## config.mk

```make
export PLATFORM = sky130hd
export DESIGN_NAME = control_unit_param
export DESIGN_NICKNAME = d
export VERILOG_FILES = /design/src/rtl/control_unit_param.sv
export SDC_FILE = /design/constraint.sdc
export NUM_CORES = 1
export LEC_CHECK = 0
export CORE_UTILIZATION = 42
export CTS_BUF_LIST = sky130_fd_sc_hd__clkbuf_8
export CTS_CLUSTER_DIAMETER = 200
export DETAILED_ROUTE_END_ITERATION = 12
export GPL_ROUTABILITY_DRIVEN = 0
export PLACE_DENSITY = 0.89
export SYNTH_ARGS = -nofsm -noshare
export SYNTH_HDL_FRONTEND = slang
export SYNTH_SLANG_ARGS = --single-unit
```

## constraint.sdc

```tcl
create_clock -name Clk -period 3.8 [get_ports Clk]
set_clock_uncertainty 0.2 [all_clocks]
set_input_delay 1.14 -clock Clk [delete_from_list [all_inputs] [get_ports Clk]]
set_output_delay 1.14 -clock Clk [all_outputs]
set_load 0.05 [all_outputs]
```

## src/rtl/control_unit_param.sv

```systemverilog
// Fetch/decode/execute control FSM for the multi-register CPU, with wait-state memory and vectored interrupts.
// Moore outputs; memory states stall on mem_ready, and interrupts are only taken at instruction boundaries or in HALT.
module control_unit_param #(
  parameter int NUM_REGS = 4,
  localparam int RSEL_W = $clog2(NUM_REGS),
  localparam int IR_W = 4 + 2 * RSEL_W
) (
  input  logic                Clk,
  input  logic                Reset,
  input  logic [IR_W-1:0]     IR,
  input  logic [3:0]          CCR_Result,
  input  logic                mem_ready,
  input  logic                IRQ,
  output logic                IR_Load,
  output logic                MAR_Load,
  output logic                PC_Load,
  output logic                PC_Inc,
  output logic                CCR_Load,
  output logic                EPC_Load,
  output logic [NUM_REGS-1:0] Reg_Load,
  output logic [RSEL_W-1:0]   Rd_Sel,
  output logic [RSEL_W-1:0]   Rs_Sel,
  output logic [2:0]          ALU_Sel,
  output logic [1:0]          Bus1_Sel,
  output logic [1:0]          Bus2_Sel,
  output logic                mem_req,
  output logic                write,
  output logic                IACK,
  output logic                Halted
);

  typedef enum logic [3:0] {
    S_FETCH0, S_FETCH1, S_FETCH2, S_DECODE,
    S_OP0, S_OP1, S_OP2, S_OP3,
    S_EX, S_HALT, S_INT
  } state_t;

  localparam logic [3:0] OP_LDI  = 4'h1;
  localparam logic [3:0] OP_LDD  = 4'h2;
  localparam logic [3:0] OP_STD  = 4'h3;
  localparam logic [3:0] OP_BFS  = 4'h4;
  localparam logic [3:0] OP_BFC  = 4'h5;
  localparam logic [3:0] OP_BRA  = 4'h6;
  localparam logic [3:0] OP_MISC = 4'h7;

  state_t state, state_nxt, fetch_or_int;
  logic   int_en, int_en_nxt;

  logic [3:0]          opcode;
  logic [RSEL_W-1:0]   rd, rs;
  logic [NUM_REGS-1:0] rd_onehot;
  logic                flag, taken, uses_operand;

  assign opcode    = IR[IR_W-1 -: 4];
  assign rd        = IR[2*RSEL_W-1 -: RSEL_W];
  assign rs        = IR[RSEL_W-1:0];
  assign rd_onehot = NUM_REGS'(1) << rd;

  assign flag  = CCR_Result[rs[1:0]];
  assign taken = (opcode == OP_BRA) || (opcode == OP_BFS && flag) || (opcode == OP_BFC && !flag);
  assign uses_operand = (opcode >= OP_LDI) && (opcode <= OP_BRA);

  // Every instruction boundary funnels through here so a pending interrupt is never missed.
  assign fetch_or_int = (IRQ && int_en) ? S_INT : S_FETCH0;

  always_ff @(posedge Clk or posedge Reset) begin
    if (Reset) begin
      state  <= S_FETCH0;
      int_en <= 1'b0;
    end else begin
      state  <= state_nxt;
      int_en <= int_en_nxt;
    end
  end

  always_comb begin
    state_nxt  = state;
    int_en_nxt = int_en;
    IR_Load    = 1'b0;
    MAR_Load   = 1'b0;
    PC_Load    = 1'b0;
    PC_Inc     = 1'b0;
    CCR_Load   = 1'b0;
    EPC_Load   = 1'b0;
    Reg_Load   = '0;
    Rd_Sel     = '0;
    Rs_Sel     = '0;
    ALU_Sel    = 3'd0;
    Bus1_Sel   = 2'd0;
    Bus2_Sel   = 2'd0;
    mem_req    = 1'b0;
    write      = 1'b0;
    IACK       = 1'b0;
    Halted     = 1'b0;

    // Gating on Reset keeps every output quiet, including mid-access, without waiting for a clock.
    if (!Reset) begin
      Rd_Sel = rd;
      Rs_Sel = rs;
      case (state)
        S_FETCH0: begin
          MAR_Load  = 1'b1;
          Bus2_Sel  = 2'd1;
          state_nxt = S_FETCH1;
        end
        S_FETCH1: begin
          mem_req = 1'b1;
          if (mem_ready) begin
            PC_Inc    = 1'b1;
            state_nxt = S_FETCH2;
          end
        end
        S_FETCH2: begin
          Bus2_Sel  = 2'd2;
          IR_Load   = 1'b1;
          state_nxt = S_DECODE;
        end
        S_DECODE: state_nxt = uses_operand ? S_OP0 : S_EX;
        S_OP0: begin
          MAR_Load  = 1'b1;
          Bus2_Sel  = 2'd1;
          state_nxt = S_OP1;
        end
        S_OP1: begin
          mem_req = 1'b1;
          if (mem_ready) begin
            PC_Inc    = 1'b1;
            state_nxt = S_OP2;
          end
        end
        S_OP2: begin
          Bus2_Sel = 2'd2;
          if (opcode == OP_LDI) begin
            Reg_Load  = rd_onehot;
            state_nxt = fetch_or_int;
          end else if (opcode == OP_LDD || opcode == OP_STD) begin
            MAR_Load  = 1'b1;
            state_nxt = S_OP3;
          end else begin
            PC_Load   = taken;
            state_nxt = fetch_or_int;
          end
        end
        S_OP3: begin
          mem_req = 1'b1;
          if (opcode == OP_STD) begin
            write    = 1'b1;
            Bus1_Sel = 2'd1;
          end else begin
            Bus2_Sel = 2'd2;
          end
          if (mem_ready) begin
            if (opcode == OP_LDD) Reg_Load = rd_onehot;
            state_nxt = fetch_or_int;
          end
        end
        S_EX: begin
          state_nxt = fetch_or_int;
          if (opcode[3]) begin
            Bus1_Sel = 2'd1;
            ALU_Sel  = opcode[2:0];
            CCR_Load = 1'b1;
            if (opcode[2:0] != 3'd7) Reg_Load = rd_onehot;
          end else if (opcode == OP_MISC) begin
            if (rs == RSEL_W'(0)) begin
              state_nxt = S_HALT;
            end else if (rs == RSEL_W'(1)) begin
              Bus1_Sel   = 2'd3;
              Bus2_Sel   = 2'd1;
              PC_Load    = 1'b1;
              int_en_nxt = 1'b1;
            end else if (rs == RSEL_W'(2)) begin
              int_en_nxt = 1'b1;
            end else if (rs == RSEL_W'(3)) begin
              int_en_nxt = 1'b0;
            end
          end
        end
        S_HALT: begin
          Halted = 1'b1;
          if (IRQ && int_en) state_nxt = S_INT;
        end
        S_INT: begin
          EPC_Load   = 1'b1;
          Bus2_Sel   = 2'd3;
          PC_Load    = 1'b1;
          IACK       = 1'b1;
          int_en_nxt = 1'b0;
          state_nxt  = S_FETCH0;
        end
        default: state_nxt = S_FETCH0;
      endcase
    end
  end

endmodule

```

==> results.json, run 1 <==
{
  "status": "aborted with a tool error",
  "haltStage": "clock tree synthesis (4_1_cts)",
  "stop_error": "[ERROR DPL-0038] Utilization greater than 100%, impossible to legalize",
  "synthAdderAreaFrac_pct": 4.16,
  "initial_utilization_pct": 45.6,
  "synthSimpleGateAreaFrac_pct": 44.0,
  "yosys_warnings": 0,
  "cts_setup_buffers": 2,
  "synth_top_area_share_pct": 13.9,
  "cts_resized": 55,
  "avgSynthCellArea_um2": 7.17,
  "cts_buffers": 3,
  "cts_buffer_depth": 2,
  "synth_top_family_by_area": "simple AND/OR/NAND/NOR gates",
  "io_pins": 41,
  "synth-xor-area-share_pct": 0.970,
  "synth_cells": 126,
  "num_rows": 16,
  "synth.distinct_cells": 50,
  "ys_seq_elements": 5,
  "clock-sinks": 5,
  "synth_area_leaders": "dfrtp_1 (14%), nor2_1 (5.4%), nand2_1 (4.6%)",
  "hold_buffers": 0,
  "async_flop_share_pct": 100,
  "port-buffer-count": 40,
  "htree_levels": 1,
  "ys.flop_type": "dfrtp_1",
  "muxShareOfSynthArea_pct": 5.82,
  "root_buffer": "clkbuf_8",
  "synth_compound_area_share_pct": 21.5,
  "hpwl_um": 3750,
  "synth-seq-area-share_pct": 13.9,
  "syn-cell-area_um2": 903,
  "die_width_um": 48.4,
  "synth_edf_count": 0,
  "placed_area_mm2": 0.00191,
  "syn-num-nets": 145,
  "synth_top_area_cell": "dfrtp_1",
  "die_y_um": 48.4
}
-- Yosys cell counts, types with 3 or more instances --
master    instances
nor4_1            6
a21oi_1           5
nand2b_1          3
mux2i_1           3
nor3_1            4
nor3b_1           3
and2_1            4
nand2_1          11
ha_1              3
o21ai_0           3
nor2b_1           5
dfrtp_1           5
inv_1             5
clkbuf_1          7
nor2_1           13
a31oi_1           3
-- cell families after synthesis --
| logic type | after synthesis |
|---|---|
| and+or+nand+nor | 67 |
| AOI/OAI and AO/OA | 27 |
| buffers and inverters | 19 |
| DFF | 5 |
| muxes | 4 |
| adders and majority gates | 3 |
| xor gates and xnor gates | 1 |
-- through the flow --
step           worst slack (ns)  instances  utilization (%)
3_3_place_gp             -0.442        213             96.2
2_1_floorplan            -0.234        126                -
3_5_place_dp             -0.537        213             96.2
==> inputs of run 2 (changes only) <==
CORE_AREA = 2 2 63 65   (was default)
CORE_UTILIZATION = default   (was 42)
CTS_BUF_LIST = default   (was sky130_fd_sc_hd__clkbuf_8)
CTS_CLUSTER_DIAMETER = default   (was 200)
DIE_AREA = 0 0 65 67   (was default)
PLACE_DENSITY = default   (was 0.89)
PLACE_DENSITY_LB_ADDON = 0.15   (was default)
==> run 2 against run 1 <==
  * The flow now finishes, with violations (negative setup slack)
  * Synthesized area did not move
  * Synthesized cell count did not move
==> results.json, run 2 <==
{
  "status": "complete, but fails checks",
  "violations": "negative setup slack",
  "worstPathArrival_ns": 2.54,
  "largest_reg_flops": 4,
  "hpwl_um": 2720,
  "num_rows": 22,
  "synth.most_common_cell": "nor2_1",
  "final_common_cell": "buf_4",
  "diodes": 0,
  "synth_cells": 126,
  "start_kind": "input pin",
  "clock-sinks": 5,
  "largest_registers": "state x4, int_en x1",
  "top_register": "state",
  "num_vias": 1188,
  "syn-cell-area_um2": 903,
  "dieArea_mm2": 0.00436,
  "port-buffer-count": 40,
  "synth_edf_count": 0,
  "path_clk_slew_ns": 0.03,
  "endpoint_kind": "output pin",
  "cts_buffers": 3,
  "synth-seq-area-share_pct": 13.9,
  "grt_max_degree": 19,
  "finalWorstSetupSlack_ns": -0.0823,
  "critPathRequiredTime_ns": 2.46,
  "placed_area_mm2": 0.00190,
  "drv_slew": 0,
  "die_y_um": 67,
  "layout.area.seq_um2": 125,
  "power_mw": 0.806,
  "report.final.hold_viol_count": 0,
  "post_drt_wl_per_cell_um": 14.4,
  "hold_path.class": "reg -> reg",
  "cts_tree": "built",
  "hold_depth": 2,
  "worstReg2RegStart": "state[3]",
  "worstPathMaxFanout": 4,
  "initial_utilization_pct": 25.1,
  "syn2layout_area_growth_pct": 118,
  "yosys-top-cells-count": "nor2_1 (13), nand2_1 (11), clkbuf_1 (7)",
  "hold_end": "int_en",
  "p_leak_nw": 0.814,
  "setup_viol": 3,
  "rr_worst_depth": 6,
  "multi_input_area_um2": 892,
  "min_period_ns": 3.88,
  "core_mm2": 0.00361,
  "grt_overflow": 0,
  "yosys_warnings": 0,
  "drt_iter0_markers": 22,
  "ys.flop_type": "dfrtp_1",
  "htree_levels": 1,
  "tightest_slew_ns": 0.387,
  "grt_pass1_wl_um": 5870,
  "layout_common_cells": "buf_4 (29), buf_12 (23), nand2_1 (10), nor2_1 (10)",
  "power_density_mw_per_mm2": 410,
  "grt.total_usage_pct": 17.0,
  "cap_violations": 0,
  "antenna_found_initial": 0,
  "r2r_end": "state[3]",
  "peakVddDrop_uv": 212,
  "wirelength_um": 3370,
  "ys_seq_elements": 5,
  "cts_buffer_depth": 2,
  "nFillCells": 322,
  "clkLatencyLatePin_ns": 0.22,
  "synth_top_area_share_pct": 13.9,
  "drive_gt1_share_pct": 50.5,
  "drc": 0,
  "synth_top_area_cell": "dfrtp_1",
  "slew_headroom_pct": 74.1,
  "ant_nets": 0,
  "synth_area_leaders": "dfrtp_1 (14%), nor2_1 (5.4%), nand2_1 (4.6%)",
  "holdWs_ns": 0.347,
  "criticalPathCategory": "in -> out",
  "grt_pass1_vias": 1221,
  "firstDrtPassIters": 4,
  "final_cell_area_mm2": 0.00197,
  "async_flop_share_pct": 100,
  "rrSetupSlack_ns": 1.65,
  "fin_nets": 206,
  "rsz0062_at_grt": "true",
  "hp-start": "int_en",
  "die_width_um": 65,
  "root_buffer": "clkbuf_8",
  "viasPerCell": 5.08,
  "fmax_mhz": 258,
  "synth.distinct_cells": 50,
  "io_pins": 41,
  "syn-num-nets": 145,
  "cts_setup_buffers": 0,
  "fin_crit_sh_pct": 102,
  "avgSynthCellArea_um2": 7.17,
  "pre_cts_slack_ns": -0.478
}
run 2: cell counts after synthesis:
No cell type changed its count.
run 2: where the power goes:
group          leakage [nW]  internal, mW  switching, mW
sequential           0.0615        0.0742         0.0164
combinational         0.730         0.250          0.367
clock                0.0228        0.0721         0.0266
total                 0.814         0.396          0.410
run 2: per-stage QoR:
step | util [%] | setup TNS [ns] | cells
2_1_floorplan | - | -1.17 | 126
3_3_place_gp | 52.8 | -4.15 | 230
3_5_place_dp | 52.8 | -4.63 | 230
4_1_cts | 55.1 | -0.585 | 234
5_1_grt | 54.5 | -0.346 | 234
6_report | 54.5 | -0.143 | 234
run 2: area by class of cell:
type,instances,share of cell area (%)
Clock buffer,4,2.29
Inverter,6,1.15
Timing Repair Buffer,69,41.8
Multi-Input combinational cell,102,45.4
Tap cell,48,3.05
Sequential cell,5,6.36
run 2: logic make-up after synthesis:
logic type	synth area share, %
AOI/OAI and AO/OA	21.5
xor gates and xnor gates	0.970
muxes	5.82
adders and majority gates	4.16
DFF	13.9
and+or+nand+nor	44.0
buffers and inverters	9.69
run 2: how the worst max path moves through the flow:
stage / slack [ns] / depth (start not counted) / endpoint / start
floorplan: -0.23 / 5 / Bus1_Sel[0] / IR[5]
global placement: -0.41 / 6 / Reg_Load[0] / IR[5]
detailed placement: -0.48 / 6 / Reg_Load[0] / IR[7]
CTS: -0.21 / 6 / Reg_Load[0] / IR[6]
global route: -0.13 / 6 / Reg_Load[0] / IR[6]
finish: -0.08 / 6 / Reg_Load[0] / IR[6]
run 2: repair_timing:
| action | in CTS | in global routing |
|---|---|---|
| pin swaps | 8 | 10 |
| resized for setup | 39 | 7 |
| setup endpoints to repair | 15 | 7 |
| hold buffers | 0 | 0 |
run 2: critical path, cell delays in order:
cell	delay (ns)
buf_6	0.09
or3b_4	0.41
nor4_4	0.26
a21oi_4	0.14
nor4_4	0.31
buf_12	0.18
run 2: layer usage:
metal  track usage, %  routed length (um)
met2             32.1                1740
met1             19.6                1390
met4             3.19                  44
met3             3.55                 189
met5                0                   0
Power figures use the tool's default switching activity.
==> inputs of run 3 (changes only) <==
MAX_ROUTING_LAYER = met4   (was default)
==> run 3 against run 2 <==
  * The flow still finishes with violations (negative setup slack)
  * Critical endpoint unchanged
  * Largest cell class unchanged
  * Die area did not move
  * Worst hold slack better by 0.0014 ns
  * Final area unchanged
  * Worst setup slack lost 0.0023 ns
  * Register-to-register slack barely moved
  * Sequential cell count stayed put
  * Global-route usage rose by 0.41 points
  * Sequential share of layout area stayed put
==> results.json, run 3 (synthesis results as in run 2) <==
{
  "hpwl_um": 2720,
  "drv_slew": 0,
  "endpoint_kind": "output pin",
  "fin_crit_sh_pct": 102,
  "critPathRequiredTime_ns": 2.46,
  "core_mm2": 0.00361,
  "cts_buffers": 3,
  "min_period_ns": 3.88,
  "grt.total_usage_pct": 17.4,
  "power_density_mw_per_mm2": 410,
  "violations": "negative setup slack",
  "finalWorstSetupSlack_ns": -0.0846,
  "cap_violations": 0,
  "grt_max_degree": 19,
  "worstReg2RegStart": "state[3]",
  "cts_setup_buffers": 0,
  "peakVddDrop_uv": 211,
  "start_kind": "input pin",
  "wirelength_um": 3370,
  "initial_utilization_pct": 25.1,
  "critPathSlowestCell": "or3b_4",
  "crit_path_frequent_cell": "nor4_4",
  "port-buffer-count": 40,
  "tns_ns": -0.150,
  "final_common_cell": "buf_4",
  "worstPathArrival_ns": 2.54,
  "final_cell_area_mm2": 0.00197,
  "antenna_found_initial": 0,
  "p_leak_nw": 0.814,
  "final_util_pct": 54.5,
  "hold_path.class": "reg -> reg",
  "top_register": "state",
  "io_pins": 41,
  "clock-sinks": 5,
  "setup_viol": 3,
  "num_vias": 1169,
  "criticalPathCategory": "in -> out",
  "crit_start": "IR[6]",
  "fmax_mhz": 257,
  "die_width_um": 65,
  "path_cells": "buf_6, or3b_4, nor4_4, a21oi_4, nor4_4, buf_12",
  "placed_cells": 230,
  "largest_registers": "state x4, int_en x1",
  "status": "complete, but fails checks",
  "htree_levels": 1,
  "power_mw": 0.806,
  "cts_tree": "built",
  "root_buffer": "clkbuf_8",
  "rsz0062_at_grt": "true",
  "firstDrtPassIters": 4,
  "ant_nets": 0,
  "critPathMaxStageDelay_ns": 0.41,
  "fin_nets": 206,
  "drc": 0,
  "drt_iter0_markers": 16,
  "syn2layout_area_growth_pct": 118,
  "path_clk_slew_ns": 0.03,
  "report.final.hold_viol_count": 0,
  "viasPerCell": 5.00,
  "layout_common_cells": "buf_4 (29), buf_12 (23), nand2_1 (10), nor2_1 (10)",
  "worstPathMaxFanout": 4,
  "placed_area_mm2": 0.00190,
  "grt_overflow": 0,
  "grt_pass1_wl_um": 5850,
  "largest_reg_flops": 4,
  "die_y_um": 67,
  "grt_pass1_vias": 1230,
  "dieArea_mm2": 0.00436,
  "path_delay_family": "simple AND/OR/NAND/NOR gates",
  "tightest_slew_ns": 0.387,
  "critPathBufInv": 2,
  "instances_no_fill": 234,
  "post_drt_wl_per_cell_um": 14.4,
  "cts_buffer_depth": 2,
  "num_rows": 22,
  "clkLatencyLatePin_ns": 0.22,
  "slew_headroom_pct": 74.1,
  "holdWs_ns": 0.348,
  "diodes": 0,
  "pre_cts_slack_ns": -0.478,
  "hp-start": "int_en",
  "drive_gt1_share_pct": 50.5
}
## run 3: cell counts in the layout (fill, tap and decap cells not counted)
Identical to the previous run, type by type.
## run 3: area by class of cell
class / instances / area, um2
clock buffers: 4 / 45.0
well taps: 48 / 60.1
inverters: 6 / 22.5
fillers: 322 / 1640
multi-input cells: 102 / 892
flip-flops and latches: 5 / 125
repair buffers: 69 / 822
## run 3: path summary, 6_finish.rpt
check                               to  slack (ns)  cells after the start
setup / recovery           Reg_Load[0]       -0.08                      6
hold / removal                  int_en        0.35                      2
setup reg to reg              state[3]        1.65                      6
hold reg to reg                 int_en        0.35                      2
max in group asynchronous     state[0]        2.35                      4
min in group asynchronous     state[1]        0.93                      4
## run 3: repair_timing
| item | CTS | global route |
|---|---|---|
| hold buffers | 0 | 0 |
| gates resized for setup | 39 | 7 |
| setup endpoints to repair | 15 | 7 |
| pin swaps | 8 | 10 |
## run 3: worst min-delay path: cells and delay by family, from the launching register on
family	cells	cell delay (ns)
multiplexers	1	0.05
buffers and inverters	1	0.06
flip-flops	1	0.39
## run 3: metal layers
| layer | vias to the layer above | track usage [%] | part of all wire (%) |
|---|---|---|---|
| li1 | 580 | - | - |
| met1 | 547 | 20.0 | 43 |
| met2 | 38 | 32.1 | 52 |
| met3 | 4 | 2.70 | 4.5 |
| met4 | 0 | 3.19 | 1.3 |
| met5 | - | - | 0 |
## run 3: report_power, final
part | switching, mW | total [mW] | leakage, nW | internal [mW]
clock | 0.0262 | 0.0983 | 0.0228 | 0.0720
combinational | 0.367 | 0.617 | 0.730 | 0.250
sequential | 0.0168 | 0.0910 | 0.0615 | 0.0742
==> inputs of run 4 (changes only) <==
GPL_ROUTABILITY_DRIVEN = default   (was 0)
==> results of run 4 <==
Same layout as run 3: the final DEF is identical, and so are final timing and power.
